File: src/rtl/main_core.sv
// Command-driven 64-bit streaming core: a command decoder opens bounded input and
// output transfers that fill and drain a shared word FIFO, with optional byte reversal.
module main_core #(
  parameter int CMD_WHICH_SIZE = 3,
  parameter int CMD_SIZE       = 17,
  parameter int DEPTH          = 16
) (
  input  logic                               clk,
  input  logic                               rst,
  input  logic [CMD_WHICH_SIZE+CMD_SIZE-1:0] cmd,
  input  logic                               cmd_hasAny,
  output logic                               cmd_consume,
  input  logic [63:0]                        in,
  input  logic                               in_isReady,
  output logic                               in_canReceive,
  output logic [63:0]                        out,
  output logic                               out_isReady,
  input  logic                               out_canReceive
);

  localparam int AW = $clog2(DEPTH);
  localparam int CW = $clog2(DEPTH + 1);
  localparam int SW = CMD_SIZE - 1;

  logic [CMD_WHICH_SIZE-1:0] which_s;
  logic                      flag_s;
  logic [SW-1:0]             size_s;
  logic                      in_load_s, out_load_s, wr_s, rd_s;

  logic [63:0]   mem_r [DEPTH];
  logic [AW-1:0] wr_ptr_r, rd_ptr_r;
  logic [CW-1:0] count_r;
  logic [SW-1:0] in_rem_r, out_rem_r;
  logic          swap_in_r, swap_out_r;

  function automatic logic [63:0] byte_rev(input logic [63:0] w);
    logic [63:0] r;
    for (int k = 0; k < 8; k++) begin
      r[8*k +: 8] = w[8*(7-k) +: 8];
    end
    return r;
  endfunction

  assign which_s = cmd[CMD_WHICH_SIZE+CMD_SIZE-1 -: CMD_WHICH_SIZE];
  assign flag_s  = cmd[CMD_SIZE-1];
  assign size_s  = cmd[SW-1:0];

  // Command decode: a command is taken only when its target unit is idle.
  always_comb begin
    cmd_consume = 1'b0;
    in_load_s   = 1'b0;
    out_load_s  = 1'b0;
    case (which_s)
      CMD_WHICH_SIZE'(0): begin
        cmd_consume = cmd_hasAny & (in_rem_r == SW'(0));
        in_load_s   = cmd_consume;
      end
      CMD_WHICH_SIZE'(1): begin
        cmd_consume = cmd_hasAny & (out_rem_r == SW'(0));
        out_load_s  = cmd_consume;
      end
      default: cmd_consume = cmd_hasAny;
    endcase
  end

  // Handshakes and the buffer-head view presented to the host.
  always_comb begin
    in_canReceive = (in_rem_r != SW'(0)) & (count_r < CW'(DEPTH));
    out_isReady   = (out_rem_r != SW'(0)) & (count_r != CW'(0));
    wr_s          = in_isReady & in_canReceive;
    rd_s          = out_isReady & out_canReceive;
    if (out_isReady) begin
      out = swap_out_r ? byte_rev(mem_r[rd_ptr_r]) : mem_r[rd_ptr_r];
    end else begin
      out = 64'h0;
    end
  end

  // Buffer storage; contents need no reset since count gates every read.
  always_ff @(posedge clk) begin
    if (wr_s) begin
      mem_r[wr_ptr_r] <= swap_in_r ? byte_rev(in) : in;
    end
  end

  // Unit state, pointers and occupancy.
  always_ff @(posedge clk or negedge rst) begin
    if (!rst) begin
      wr_ptr_r   <= AW'(0);
      rd_ptr_r   <= AW'(0);
      count_r    <= CW'(0);
      in_rem_r   <= SW'(0);
      out_rem_r  <= SW'(0);
      swap_in_r  <= 1'b0;
      swap_out_r <= 1'b0;
    end else begin
      if (in_load_s) begin
        in_rem_r  <= size_s;
        swap_in_r <= flag_s;
      end else if (wr_s) begin
        in_rem_r <= in_rem_r - SW'(1);
      end
      if (out_load_s) begin
        out_rem_r  <= size_s;
        swap_out_r <= flag_s;
      end else if (rd_s) begin
        out_rem_r <= out_rem_r - SW'(1);
      end
      if (wr_s) wr_ptr_r <= wr_ptr_r + AW'(1);
      if (rd_s) rd_ptr_r <= rd_ptr_r + AW'(1);
      case ({wr_s, rd_s})
        2'b10:   count_r <= count_r + CW'(1);
        2'b01:   count_r <= count_r - CW'(1);
        default: count_r <= count_r;
      endcase
    end
  end

endmodule

File: config.mk
export PLATFORM = sky130hd
export DESIGN_NAME = main_core
export DESIGN_NICKNAME = d
export VERILOG_FILES = /design/src/rtl/main_core.sv
export SDC_FILE = /design/constraint.sdc
export NUM_CORES = 1
export LEC_CHECK = 0
export CORE_UTILIZATION = 55
export DETAILED_ROUTE_END_ITERATION = 6
export PLACE_DENSITY = 0.81
export SLEW_MARGIN = 10
export SYNTH_ARGS = -nofsm -noshare
export SYNTH_HDL_FRONTEND = slang
export SYNTH_SLANG_ARGS = --single-unit
export TNS_END_PERCENT = 1
File: constraint.sdc
create_clock -name clk -period 12 [get_ports clk]
set_input_delay 1.8 -clock clk [delete_from_list [all_inputs] [get_ports clk]]
set_output_delay 1.8 -clock clk [all_outputs]
set_load 0.02 [all_outputs]
==> flow_summary.json, run 1 <==
{
  "portBuffers": 155,
  "stdcell_count": 3571,
  "fin_hold_ws_ns": 0.489,
  "syn_nets": 2384,
  "worstSetupStartpointType": "register",
  "startpoint": "rd_ptr_r[1]",
  "ys_seq_area_frac": 0.743,
  "fmax_mhz": 141,
  "synth_top_area_cell": "edfxtp_1",
  "clock_path_buffers": 3,
  "synth_edf_count": 1024,
  "antenna_found_initial": 2,
  "r2r_start": "in_rem_r[0]",
  "post-cts-setup-buffer-count": 0,
  "dp_worst_setup_slack_ns": 5.75,
  "path_delay_family": "buffers and inverters",
  "reg2reg_slack_ns": 7.74,
  "slew_violations": 0,
  "hpwl_um": 52800,
  "rows": 102,
  "grt_first_pass_wirelength_um": 150000,
  "ctsResizeCount": 0,
  "crit_chain": "and2_4 > buf_4 > a221oi_1 > o21ai_0 > nand2_1 > a22o_1 > clkdlybuf4s50_1",
  "via_per_inst": 6.53,
  "synth_top_area_share": 0.715,
  "clk_pin_slew_ns": 0.06,
  "fin_nets": 2543,
  "cp_data_required_time_ns": 10.20,
  "vias": 23319,
  "critPathMaxFanout": 75,
  "fp.coreArea_um2": 77300,
  "dp.cells": 3379,
  "crit_arrival_ns": 5.31,
  "drive_gt1_frac": 0.162,
  "clock_skew_ns": 0.0210,
  "min-delay-start": "out_rem_r[6]",
  "setup-violations-final": 0,
  "r2r-end": "mem_r[8][17]",
  "final_common_cell": "edfxtp_1",
  "synthFlopType": "edfxtp_1",
  "start_util": 0.556,
  "yosysUniqueCellTypes": 49,
  "htreeDepth": 3,
  "critPathKind": "reg -> out",
  "ios": 156,
  "wl_per_cell_um": 28.6,
  "cp_num_buf_inv": 2,
  "cp-end-kind": "output port",
  "cts_hold_buf": 0,
  "clk_latency_ns": 0.67,
  "cp_slowest_stage_delay_ns": 1.22,
  "min_to": "out_rem_r[6]",
  "rsz0062_at_grt": "false",
  "globalRoute.totalOverflow": 0,
  "synthArstFlopShare": 0.0439,
  "synth_area_leaders": "edfxtp_1 72%, mux4_2 6.7%, mux2i_1 6.2%",
  "layout_common_cells": "1,024 x edfxtp_1, 265 x mux2i_1, 154 x clkdlybuf4s50_1",
  "p_clk_frac": 0.253,
  "cts-root-buf": "clkbuf_16",
  "synthToLayoutAreaGrowth_pct": 13.6,
  "final.setup.tns_ns": 0,
  "leakagePower_nw": 16.2,
  "p_sw_frac": 0.341,
  "tritoncts": "built",
  "power.density_nw_per_um2": 244,
  "grt_max_degree": 137,
  "ys.warnings.count": 0,
  "cts_made_buffers": 102,
  "dr.first_iter.drc_count": 2687,
  "routed_wirelength_um": 102000,
  "syn-instance-count": 2284,
  "drc": 0,
  "hold_class": "reg -> reg",
  "grt_pass1_vias": 23735,
  "slowest_stage": "dfrtp_4",
  "max_slew_margin": 0.125,
  "status": "finished, final reports clean",
  "hold_depth": 1,
  "rr_worst_depth": 8,
  "hold_violations": 0,
  "grtUsageTotal": 0.260,
  "min_period_ns": 7.11,
  "clkSinkCount": 1071,
  "die_w_um": 282,
  "internal_power_mw": 7.85,
  "postSynthAreaPerCell_um2": 18.8,
  "drtAntennaViolNets": 0,
  "worst_slew_pin_slew_ns": 1.31,
  "min_period_over_period": 0.593,
  "drv_cap": 0,
  "place_congestion": 0.809,
  "die_h_um": 282,
  "die_area_um2": 79300,
  "drt_pass1_iterations": 6,
  "timing.final.ws_setup_ns": 4.89,
  "p_comb_frac": 0.356,
  "synth.ff_latch_count": 1071,
  "power_frac_seq": 0.391,
  "ir_worst_vdd_mv": 0.242,
  "net-switching-power_mw": 4.06,
  "syn_area_um2": 43000
}
-- Yosys cell counts, types with 5 or more instances --
cell,number
edfxtp_1,1024
mux2i_1,265
a221oi_1,133
mux4_2,128
nand2_1,103
clkbuf_1,72
o21ai_0,72
mux2_2,71
a22o_1,64
a22oi_1,64
buf_2,54
dfrtp_1,47
nor2_1,24
nor3_1,18
xnor2_1,16
inv_1,12
a21oi_1,11
ha_1,11
buf_1,9
nor2b_1,8
nor4_1,8
xor2_1,8
nand2b_1,6
a31oi_1,5
nand3_1,5
or4_1,5
-- final cells by class --
class | instances | area, um^2
inverters | 12 | 45.0
flip-flops and latches | 1071 | 31900
fillers | 5169 | 28500
diodes | 1 | 2.50
well taps | 1040 | 1300
repair buffers | 191 | 1860
multi-input cells | 1065 | 10600
clock buffers | 129 | 2650
clock inverters | 62 | 454
-- kinds of logic after synthesis --
| logic type | after synthesis | share of synthesized area |
|---|---|---|
| AOI/OAI and AO/OA | 362 | 0.0642 |
| xor gates and xnor gates | 24 | 0.00489 |
| adders and majority gates | 11 | 0.00320 |
| buffers and inverters | 148 | 0.0146 |
| DFF | 1071 | 0.743 |
| muxes | 464 | 0.147 |
| and+or+nand+nor | 204 | 0.0229 |
-- layer usage --
layer  vias up  share of wire  track usage
li1       9811              -            -
met1     11990           0.38        0.351
met2      1324           0.50        0.429
met3       190          0.095       0.0428
met4         4          0.031       0.0948
met5         -        0.00022            0
-- power groups by stage --
stage	registers, mW	clock network [mW]	logic, mW
finish	4.65	3.01	4.24
global placement	4.69	0	4.08
global route	4.67	3.18	4.48
CTS	4.64	3.03	4.22
floorplan	4.61	0	2.80
detailed placement	4.72	0	4.18
-- sequential cells by signal (all words and copies together) (netlist names) --
register    cells
count_r         5
in_rem_r       16
mem_r        1024
out_rem_r      16
rd_ptr_r        4
swap_in_r       1
swap_out_r      1
wr_ptr_r        4
-- worst max path at each step --
stage | slack, ns | to | depth (start not counted)
3_3_place_gp | 5.74 | out[43] | 7
2_1_floorplan | 4.29 | mem_r[3][0] | 5
5_1_grt | 4.77 | out[5] | 7
3_5_place_dp | 5.75 | out[28] | 7
6_report | 4.89 | out[37] | 7
4_1_cts | 4.94 | out[37] | 7
-- per-stage QoR --
step                utilization  power [mW]  area [um^2]
floorplan                     -        7.41        43000
global placement          0.591        8.77        45700
detailed placement        0.591        8.89        45700
CTS                       0.631        11.9        48800
global route              0.631        12.3        48800
finish                    0.631        11.9        48800
Note: power is estimated with default switching activity, not from simulation.
==> run 2: changes to the inputs <==
--- a/config.mk
+++ b/config.mk
@@ -7,7 +7,7 @@
 export LEC_CHECK = 0
 export CORE_UTILIZATION = 55
 export DETAILED_ROUTE_END_ITERATION = 6
-export PLACE_DENSITY = 0.81
+export PLACE_DENSITY = 0.84
 export SLEW_MARGIN = 10
 export SYNTH_ARGS = -nofsm -noshare
 export SYNTH_HDL_FRONTEND = slang
==> constraint.sdc (replaced) <==
create_clock -name clk -period 6.15 [get_ports clk]
set_input_delay 0.9225 -clock clk [delete_from_list [all_inputs] [get_ports clk]]
set_output_delay 0.9225 -clock clk [all_outputs]
set_load 0.02 [all_outputs]
==> flow_summary.json, run 2 (synthesis results as in run 1) <==
{
  "setup-violations-final": 0,
  "synthToLayoutAreaGrowth_pct": 14.8,
  "layout_common_cells": "1,024 x edfxtp_1, 265 x mux2i_1, 154 x clkdlybuf4s50_1",
  "globalRoute.totalOverflow": 0,
  "dr.first_iter.drc_count": 3031,
  "violations": "design-rule violations",
  "critPathMaxFanout": 41,
  "portBuffers": 155,
  "ios": 156,
  "dp.cells": 3400,
  "die_area_um2": 79300,
  "worstSetupStartpointType": "register",
  "max_slew_margin": 0.107,
  "slew_violations": 0,
  "post-cts-setup-buffer-count": 0,
  "clk_latency_ns": 0.67,
  "hold_violations": 0,
  "min_period_ns": 5.25,
  "fp.coreArea_um2": 77300,
  "fin_nets": 2563,
  "antenna_found_initial": 0,
  "via_per_inst": 6.72,
  "clock_skew_ns": 0.0307,
  "vias": 24132,
  "drc": 1,
  "ctsResizeCount": 0,
  "rsz0062_at_grt": "false",
  "cts_made_buffers": 101,
  "stdcell_count": 3589,
  "cp-end-kind": "output port",
  "die_h_um": 282,
  "routed_wirelength_um": 106000,
  "wl_per_cell_um": 29.6,
  "top_register": "mem_r",
  "drtAntennaViolNets": 0,
  "drv_cap": 0,
  "largest_reg_flops": 1024,
  "antenna_cells": 0,
  "start_util": 0.556,
  "place_congestion": 0.851,
  "htreeDepth": 3,
  "drt_pass1_iterations": 7,
  "rows": 102,
  "tritoncts": "built",
  "clkSinkCount": 1071,
  "power.density_nw_per_um2": 483,
  "worst_slew_pin_slew_ns": 1.33,
  "critPathKind": "reg -> out",
  "cts_hold_buf": 0,
  "grt_max_degree": 66,
  "final_common_cell": "edfxtp_1",
  "status": "finished, violations left",
  "leakagePower_nw": 16.5,
  "die_w_um": 282,
  "fmax_mhz": 191,
  "grt_pass1_vias": 24995,
  "hold_class": "in -> async",
  "ir_worst_vdd_mv": 0.299,
  "grt_first_pass_wirelength_um": 156000,
  "drive_gt1_frac": 0.174,
  "reg_top3": "mem_r x1024, in_rem_r x16, out_rem_r x16",
  "clock_path_buffers": 3,
  "cts-root-buf": "clkbuf_16",
  "hpwl_um": 55000,
  "startpoint": "rd_ptr_r[2]",
  "min_period_over_period": 0.853,
  "clk_pin_slew_ns": 0.06,
  "grtUsageTotal": 0.269,
  "final.setup.tns_ns": 0,
  "fin_util": 0.638,
  "cp_data_required_time_ns": 5.23,
  "r2r_start": "in_rem_r[0]",
  "crit_arrival_ns": 4.33
}
==> run 2: path summary, 6_finish.rpt <==
check	to	slack, ns	cells past startpoint
setup / recovery	out[27]	0.90	8
hold / removal	in_rem_r[3]	0.48	1
setup reg to reg	mem_r[3][0]	2.21	8
hold reg to reg	out_rem_r[6]	0.50	1
max in group asynchronous	rd_ptr_r[0]	4.87	1
min in group clk	out_rem_r[6]	0.50	1
==> run 2: critical path, stage by stage, from the launching register on <==
cell,delay [ns]
dfrtp_2,0.46
buf_4,0.48
nor2b_4,0.50
buf_4,0.60
a221oi_1,0.25
o21ai_0,0.32
nand2_1,0.22
a22o_1,0.24
clkdlybuf4s50_1,0.55
==> run 2: layout make-up <==
type	count	area [um^2]
sequential	1071	31900
fill	4926	28000
multi-input combinational	1065	10600
clock buffer	116	2610
timing repair buffer	212	2170
tap	1040	1300
clock inverter	73	706
inverter	12	45.0
==> run 2: where the power goes <==
part / total, mW / leakage [nW] / switching [mW] / internal (mW)
logic: 8.53 / 5.08 / 5.01 / 3.52
clock network: 6.22 / 1.62 / 2.71 / 3.52
registers: 9.08 / 9.80 / 0.435 / 8.64
total: 23.8 / 16.5 / 8.15 / 15.7
==> run 2: per-stage QoR <==
stage	setup slack (ns)	hold slack (ns)	power [mW]	cell area [um^2]
after floorplan	-0.641	0.447	14.5	43000
after global placement	1.68	0.470	17.2	46000
after detailed placement	1.52	0.479	17.5	46000
after CTS	1.02	0.480	23.7	49300
after global routing	0.854	0.528	24.6	49300
final	0.902	0.477	23.8	49300
==> run 2: metal layers <==
| layer | share of wire | track usage |
|---|---|---|
| met5 | 0 | 0 |
| met2 | 0.50 | 0.444 |
| met1 | 0.35 | 0.349 |
| met3 | 0.11 | 0.0549 |
| met4 | 0.038 | 0.115 |
